## src/rtl/uart_tx_sched.sv

```systemverilog
// uart_tx_sched: round-robin merge of two byte producers into a FIFO feeding a UART load/start/done handshake
// Ports: CLK/reset (sync, active-high); req0_*/req1_* producer valid/data/ready;
// uart_data/uart_byte_ready/uart_tx_byte/uart_select to the UART, uart_busy/uart_done from it;
// fifo_count queued bytes; tx_active non-IDLE; err_timeout sticky stuck-UART flag cleared by err_clr.
module uart_tx_sched #(
  parameter int FIFO_DEPTH  = 4,
  parameter int TIMEOUT_CYC = 65535
) (
  input  logic                          CLK,
  input  logic                          reset,
  input  logic                          req0_valid,
  input  logic [7:0]                    req0_data,
  output logic                          req0_ready,
  input  logic                          req1_valid,
  input  logic [7:0]                    req1_data,
  output logic                          req1_ready,
  output logic [7:0]                    uart_data,
  output logic                          uart_byte_ready,
  output logic                          uart_tx_byte,
  output logic                          uart_select,
  input  logic                          uart_busy,
  input  logic                          uart_done,
  output logic [$clog2(FIFO_DEPTH):0]   fifo_count,
  output logic                          tx_active,
  output logic                          err_timeout,
  input  logic                          err_clr
);
  localparam int AW = $clog2(FIFO_DEPTH);
  localparam int CW = AW + 1;
  localparam int TW = $clog2(TIMEOUT_CYC + 1);
  typedef enum logic [1:0] {IDLE, LOAD, START, WAIT_DONE} state_t;
  state_t state_q, state_d;
  logic [7:0] mem [FIFO_DEPTH];
  logic [AW-1:0] wr_q, wr_d, rd_q, rd_d;
  logic [CW-1:0] count_q, count_d;
  logic [TW-1:0] tmo_q, tmo_d;
  logic [7:0] data_q, data_d, push_data;
  logic rr_last_q, rr_last_d, err_q, err_d;
  logic full, grant0, grant1, push, pop, tmo_hit;
  logic unused_busy;
  assign unused_busy = uart_busy;
  // full uses the registered count, so a same-cycle pop never opens a slot
  assign full = count_q == CW'(FIFO_DEPTH);
  // rr_last holds the last granted producer; on a tie the other one wins
  assign grant0 = ~reset & ~full & req0_valid & (~req1_valid | rr_last_q);
  assign grant1 = ~reset & ~full & req1_valid & (~req0_valid | ~rr_last_q);
  assign push = grant0 | grant1;
  assign push_data = grant0 ? req0_data : req1_data;
  assign pop = state_q == IDLE && count_q != '0;
  assign req0_ready = grant0;
  assign req1_ready = grant1;
  assign uart_data = data_q;
  assign uart_byte_ready = state_q == LOAD;
  assign uart_tx_byte = state_q == START;
  assign uart_select = state_q != IDLE;
  assign tx_active = state_q != IDLE;
  assign fifo_count = count_q;
  assign err_timeout = err_q;
  always_comb begin
    state_d = state_q;
    data_d = data_q;
    tmo_d = tmo_q;
    tmo_hit = 1'b0;
    case (state_q)
      IDLE: if (pop) begin
        state_d = LOAD;
        data_d = mem[rd_q];
      end
      LOAD: state_d = START;
      START: begin
        state_d = WAIT_DONE;
        tmo_d = '0;
      end
      WAIT_DONE: if (uart_done) state_d = IDLE;
      else begin
        tmo_d = tmo_q + TW'(1);
        // abandon the byte once the frame has taken TIMEOUT_CYC cycles
        if (tmo_d == TW'(TIMEOUT_CYC)) begin
          tmo_hit = 1'b1;
          state_d = IDLE;
        end
      end
      default: state_d = IDLE;
    endcase
    wr_d = push ? wr_q + AW'(1) : wr_q;
    rd_d = pop ? rd_q + AW'(1) : rd_q;
    count_d = count_q + CW'(push) - CW'(pop);
    rr_last_d = grant0 ? 1'b0 : grant1 ? 1'b1 : rr_last_q;
    err_d = tmo_hit | (err_q & ~err_clr);
  end
  always_ff @(posedge CLK) if (push) mem[wr_q] <= push_data;
  always_ff @(posedge CLK) begin
    if (reset) begin
      state_q <= IDLE;
      wr_q <= '0;
      rd_q <= '0;
      count_q <= '0;
      tmo_q <= '0;
      data_q <= '0;
      rr_last_q <= 1'b1;
      err_q <= 1'b0;
    end else begin
      state_q <= state_d;
      wr_q <= wr_d;
      rd_q <= rd_d;
      count_q <= count_d;
      tmo_q <= tmo_d;
      data_q <= data_d;
      rr_last_q <= rr_last_d;
      err_q <= err_d;
    end
  end
endmodule
```

## config.mk

```make
export PLATFORM = sky130hd
export DESIGN_NAME = uart_tx_sched
export DESIGN_NICKNAME = d
export VERILOG_FILES = /design/src/rtl/uart_tx_sched.sv
export SDC_FILE = /design/constraint.sdc
export NUM_CORES = 1
export LEC_CHECK = 0
export CORE_AREA = 2 2 80 82
export CTS_CLUSTER_SIZE = 10
export DETAILED_ROUTE_END_ITERATION = 8
export DIE_AREA = 0 0 82 84
export PLACE_DENSITY = 0.87
export RECOVER_POWER = 25
export SLEW_MARGIN = 5
export SYNTH_ARGS = -nofsm -noshare
export SYNTH_HDL_FRONTEND = slang
export SYNTH_SLANG_ARGS = --single-unit
```

## constraint.sdc

```tcl
create_clock -name CLK -period 3.3 [get_ports CLK]
set_clock_uncertainty 0.15 [all_clocks]
set_input_delay 0.33 -clock CLK [delete_from_list [all_inputs] [get_ports CLK]]
set_output_delay 0.33 -clock CLK [all_outputs]
set_load 0.01 [all_outputs]
```

# Word level (Yosys, flattened, before mapping)

Memory sizes are Yosys's and may differ from the RTL's. A register that Yosys moved wholly into a read port is not among the register bits.
Index checks and enable logic that the tools add are counted.
W data, S select, Z words.

Register bits: 27
Latch bits: 0
Bits in writable memories: 32
Bits in read-only memories: 0
Input port bits: 23
Output and inout bits: 18
Logic and storage cells: 60
Memories kept: 1

Memory list:

| memory | depth | width | rd ports | clocked after memory_dff | wr ports | line | text |
|---|---|---|---|---|---|---|---|
| mem    | 4     | 8     | 1        | 1                        | 1        | 33   | `logic [7:0] mem [FIFO_DEPTH];` |

Add/sub/neg operators: 5
$mul: 0
Div/mod/pow operators: 0
Magnitude comparators: 0
Equality and inequality tests: 8
Shift operators: 0
Multiplexer cells: 14
Bitwise operators: 16
Reduce and logical (&&, ||, !) cells: 9

Operator list:

| cell                    | count |
|---|---|
| $pmux W16 S2            | 1 |
| $add A16 B1 Y16 const B | 1 |
| $eq A16 B16 Y1 const B  | 1 |
| $mux W16                | 1 |
| $mux W8                 | 1 |
| $pmux W2 S4             | 1 |
| $mux W1                 | 7 |
| $and A1 B1 Y1           | 6 |
| $mux W2                 | 3 |
| $not A1 Y1              | 6 |
| $reduce_and A2 Y1       | 3 |
| $reduce_bool A2 Y1      | 3 |
| $add A2 B1 Y2 const B   | 2 |
| $eq A2 B2 Y1 const B    | 2 |
| $ne A2 B2 Y1 const B    | 2 |
| $or A1 B1 Y1            | 4 |
| $add A3 B1 Y3           | 1 |
| $eq A3 B3 Y1 const B    | 1 |
| $ne A3 B3 Y1 const B    | 1 |
| $reduce_bool A3 Y1      | 1 |
| $sub A3 B1 Y3           | 1 |
| $eq A2 B1 Y1 const B    | 1 |
| $logic_not A2 Y1        | 1 |
| $logic_and A1 B1 Y1     | 1 |

# Depth between registers and ports, before layout

Gate-level depths: netlist (run 1).

Word-level depth: 8
Depth in mapped cells: 13
Mapped depth without buffers: 11

# Worst setup path before layout (run 1)

No wires, ideal clock.

Path kind: flip-flop to flip-flop
Start: register count_q[1] (netlist: fifo_count[1])
End: register count_q[2] (netlist: fifo_count[2])
Library setup time: 0.128 ns
Arrival: 2.461 ns
Required time: 3.022 ns
Setup slack: 0.561 ns
Cell stages (with the launch flop): 13
Path buffers: 2
Period minus slack after synthesis: 2.739 ns
Cells stage by stage: dfxtp_1 > nor3_1 > nand2b_1 > clkbuf_1 > inv_1 > clkbuf_1 > ha_1 > inv_1 > ha_1 > fa_1 > xnor2_1 > xnor2_1 > nor2_1

Elaborated cells between the ends (all ways): 12
Classes of those cells: 2 x add/sub; 1 x eq/ne; 7 x bitwise; 2 x reduce/logical

RTL lines:

| element                  | line | text |
|---|---|---|
| start: declaration       | 35   | `logic [CW-1:0] count_q, count_d;` |
| start signal: assignment | 106  | `count_q <= count_d;` |
| $reduce_bool A3 Y1       | 49   | `assign pop = state_q == IDLE && count_q != '0;` |
| $logic_and A1 B1 Y1      | 49   |  |
| net pop                  | 39   | `logic full, grant0, grant1, push, pop, tmo_hit;` |
| $sub A3 B1 Y3            | 87   | `count_d = count_q + CW'(push) - CW'(pop);` |

The timed path passes the listed nets, and every way through them passes these cells.
A chain may end at the register's enable or synchronous reset.

# Worst setup path in the final report (run 1)

Start: register count_q[1] (netlist: fifo_count[1])
End: register count_q[2] (netlist: fifo_count[2])

Word-level cells in the longest chain between the ends: 8
Elaborated cells between the ends (all ways): 12
Classes of those cells: 2 x add/sub; 1 x eq/ne; 7 x bitwise; 2 x reduce/logical

RTL lines:

| element                                        | line   | text |
|---|---|---|
| $eq A3 B3 Y1                                   | 43     | `assign full = count_q == CW'(FIFO_DEPTH);` |
| $not A1 Y1                                     | 45, 46 |  |
| $and A1 B1 Y1                                  | 45, 46 |  |
| $and A1 B1 Y1 (on tied branches) (2 in series) | 45, 46 |  |
| $or A1 B1 Y1                                   | 47     | `assign push = grant0 \| grant1;` |
| $add A3 B1 Y3                                  | 87     |  |
| $sub A3 B1 Y3 (*)                              | 87     |  |

Every way passes the cells marked *; elsewhere a longest branch is shown, timed or not.

==> results.txt, run 1 <==
Including well taps, the total number of placed cells is 392. Walking the worst path, the cells encountered are nor2_1, a21oi_1, o21ai_0, ha_1, inv_1, ha_1, fa_1, xnor2_1, xnor2_1, nor2_1. Setup repair after global routing left no endpoint under its margin. The maximum resistive drop on vdd came out at 0.0004267 V. The routability-driven placement congestion ratio came out at 0.8329. The minimum setup slack after placement came out at 409.1 ps. Hold is met by 307.9 ps. The routed layout has 2363 vias.

The number of nets handed over by synthesis was 329. The transition at the pin with the smallest max-transition slack came out at 1011 ps. The register bit count reported by yosys is 67.

TritonCTS created 9 clock buffers. The clock tree buffer depth came out at 2. The area share of the largest cell type after synthesis is 29.74%. In this run the tightest slew margin relative to its limit is 31.87%. The highest fanout seen on the critical path came out at 7.

The number of antenna diodes came out at 0. The number of setup buffers added after CTS is 0. The wire length reported by the detailed router came out at 6.577 mm. The number of buffers and inverters on the critical path came out at 1. The initialized floorplan defines 29 standard-cell rows. The longest individual stage delay on the worst path came out at 450 ps. The final count of negative-setup-slack endpoints came out at 0.

The count of flip-flops with a built-in enable after synthesis is 32. Power spread over the standard cell area amounts to 676.5 mW/mm^2. The fill cell instance count of the final layout is 467. For the final routed database, the setup TNS stands at 0 ps. The prevailing post-synth register cell is dfxtp_1. The first global-routing pass estimated 10.89 mm of wire. TritonCTS built the clock tree. The share of the clock period used by the worst path after layout is 86.27%. After global routing, the most crowded layer is met2.

The post-route netlist has 12.99% of its cells at a drive strength greater than 1. The via count of the first global-routing pass is 2294. From synthesis to final layout, the design area changed by 19.17%. The arrival time at the worst endpoint came out at 2920 ps. The area enclosed by the die boundary is 0.006888 mm^2. The slowest stage of the critical path belongs to the cell ha_1. The count of cell types in the netlist came out at 52. Max-cap violations in this run came to 0.

In this run, post-CTS hold repair placed 0 buffers. CTS saw 67 sinks. The detailed placer's ending HPWL is 4.505 mm.

The netlist area before placement came out at 0.003231 mm^2. The count of H-tree levels built during CTS came out at 3. The core box area is 0.006096 mm^2. The later pin in the worst-skew pair is clocked with a latency of 350 ps.

The Yosys warning count came out at 0. The worst hold path passes through 2 cells. The number of gates resized after CTS is 0.

After detailed routing, the number of vias per cell comes to 5.792. Ranked by instance count, the synthesized netlist is headed by dfxtp_1 (35), edfxtp_1 (32), nand2_1 (27). The tightest min-delay check is of the reg -> reg type. The run finished with clean final reports.

Yosys attributes the largest share of cell area to edfxtp_1 (30%), dfxtp_1 (22%), mux4_2 (5.6%). The remaining design rule violation count came out at 0. The number of buffers inserted by port buffering is 39.

Setup slack closes at 453.1 ps. The share of the Yosys chip area taken by registers is 51.43%. STA classifies the critical path endpoint as a register. The worst setup path is launched from a register. Entering global routing, the biggest net connects 35 pins. The cell taking the most area after synthesis is edfxtp_1.

The final antenna-violating net count came out at 0. The post-synthesis cell count came out at 293. The total congestion overflow is 0. The average cell area after synthesis came out at 11.03 um^2.

The die boundary height came out at 84 um. In this run the count of I/O pins placed on the die edge is 41. The static leakage came out at 1.361 nW.

The placed instances occupy a cell area of 0.003655 mm^2. The die boundary width is 82 um. The final-report hold violation count is 0. The most common cell in the synthesized netlist is dfxtp_1. The final cell count without fillers is 408. The post-layout minimum cycle time is 2847 ps. The number of antenna violations at the first check in global routing is 0.

The worst path required time is 3370 ps. The total power of the final layout is 2.604 mW. In this design, the largest share of critical-path delay is due to adder cells.

Global routing used 35.70% of the available met2 tracks. The clock slew seen by the registers of the worst setup and hold paths is 70 ps. Once the floorplan was initialized, standard cells occupied 53.00% of the core. The number of max-slew violations in the final report is 0. Global routing used 20.81% of the available tracks. The detailed-router iteration count before antenna repair came out at 4. The tree is rooted in a clkbuf_8. The class of the most critical setup path is reg -> reg. The proportion of synthesized flip-flops having asynchronous set or reset came out at 0%.

The highest clock frequency the design can meet came out at 351.3 MHz. The routing usage on met3 came out at 4.870%. The wire length per cell came out at 16.12 um. The met1 track utilization from global routing is 25.20%. The initial DRC count is 243. The logic depth of the worst register-to-register path came out at 10. After the last flow step, the layout net total stands at 362.

At the end of the flow the core is filled with cells to 63.16%. The logic depth of the worst path, buffers included is 10. After routing the design area is 0.003850 mm^2.
==> routing by layer <==
layer / up-vias / routed length (um) / part of all wire [%]
li1: 1141 / - / -
met4: 0 / 108 / 1.6
met1: 1149 / 2665 / 41
met2: 62 / 3520 / 54
met5: - / 0 / 0
met3: 11 / 284 / 4.3
==> flip-flops by register name, summed over array words and instances (netlist names) <==
| signal | flops |
|---|---|
| err_timeout | 1 |
| rr_last_q | 1 |
| state_q | 2 |
| uart_data | 8 |
| fifo_count | 3 |
| mem | 32 |
| wr_q | 2 |
| rd_q | 2 |
| tmo_q | 16 |
==> worst register-to-register path: stages, from the launching register on <==
cell     delay, ps
dfxtp_1        420
nor2_1          60
a21oi_1        260
o21ai_0        430
ha_1           450
inv_1           40
ha_1           180
fa_1           370
xnor2_1        180
xnor2_1        140
nor2_1          50
==> path summary, 6_finish.rpt <==
check | start | end | slack (ps)
worst max-delay path | fifo_count[1] | fifo_count[2] | 450
worst min-delay path | uart_data[0] | uart_data[0] | 310
worst max register to register | fifo_count[1] | fifo_count[2] | 450
worst min register to register | uart_data[0] | uart_data[0] | 310
==> where the power goes <==
group	leakage (nW)	switching (mW)	total, mW	internal, mW
Sequential	0.577	0.0943	1.09	0.994
Clock	0.101	0.348	0.709	0.361
Combinational	0.683	0.403	0.808	0.404
Total	1.36	0.846	2.60	1.76
==> logic make-up after synthesis <==
logic type               after synthesis  share of synthesized area (%)
XOR/XNOR                               7                          1.898
multiplexers                          18                          8.985
AO/OA/AOI/OAI                         66                          13.44
AND/OR/NAND/NOR                       89                          14.72
adder cells (fa/ha/maj)               13                          5.267
buffers and inverters                 33                          4.260
flip-flops                            67                          51.43
==> placed cells by master, fill, tap and decap left out, drive strengths merged, types with 2 or more instances in the layout <==
cell and count:
inv 16, a21o 2, xnor2 4, nand4 6, a22oi 3, clkbuf 10, a31oi 5, ha 12
a311oi 5, nand4b 4, xor2 3, nor2 23, mux2i 2, a211oi 2, o21ai 11, a21oi 27
mux2 8, nand3 4, edfxtp 32, mux4 8, clkdlybuf4s50 26, o211a 2, dfxtp 35, nand2b 4
buf 3, nand2 27, nor2b 10, nor3 2, dlygate4sd3 13
==> layout make-up <==
class | instances | area [um^2] | area share (%)
multi-input cells | 193 | 1425 | 37.02
repair buffers | 43 | 416.7 | 10.82
clock buffers | 9 | 123.9 | 3.217
well taps | 77 | 96.34 | 2.502
flip-flops and latches | 67 | 1662 | 43.16
inverters | 12 | 45.04 | 1.170
clock inverters | 7 | 81.33 | 2.112
Power figures use the tool's default switching activity.
==> run 2, diff against run 1 <==
--- a/config.mk
+++ b/config.mk
@@ -5,6 +5,7 @@
 export SDC_FILE = /design/constraint.sdc
 export NUM_CORES = 1
 export LEC_CHECK = 0
+export ABC_CLOCK_PERIOD_IN_PS = 3300
 export CORE_AREA = 2 2 80 82
 export CTS_CLUSTER_SIZE = 10
 export DETAILED_ROUTE_END_ITERATION = 8
==> results of run 2 <==
Final layout, timing and power as in run 1 (identical DEF).
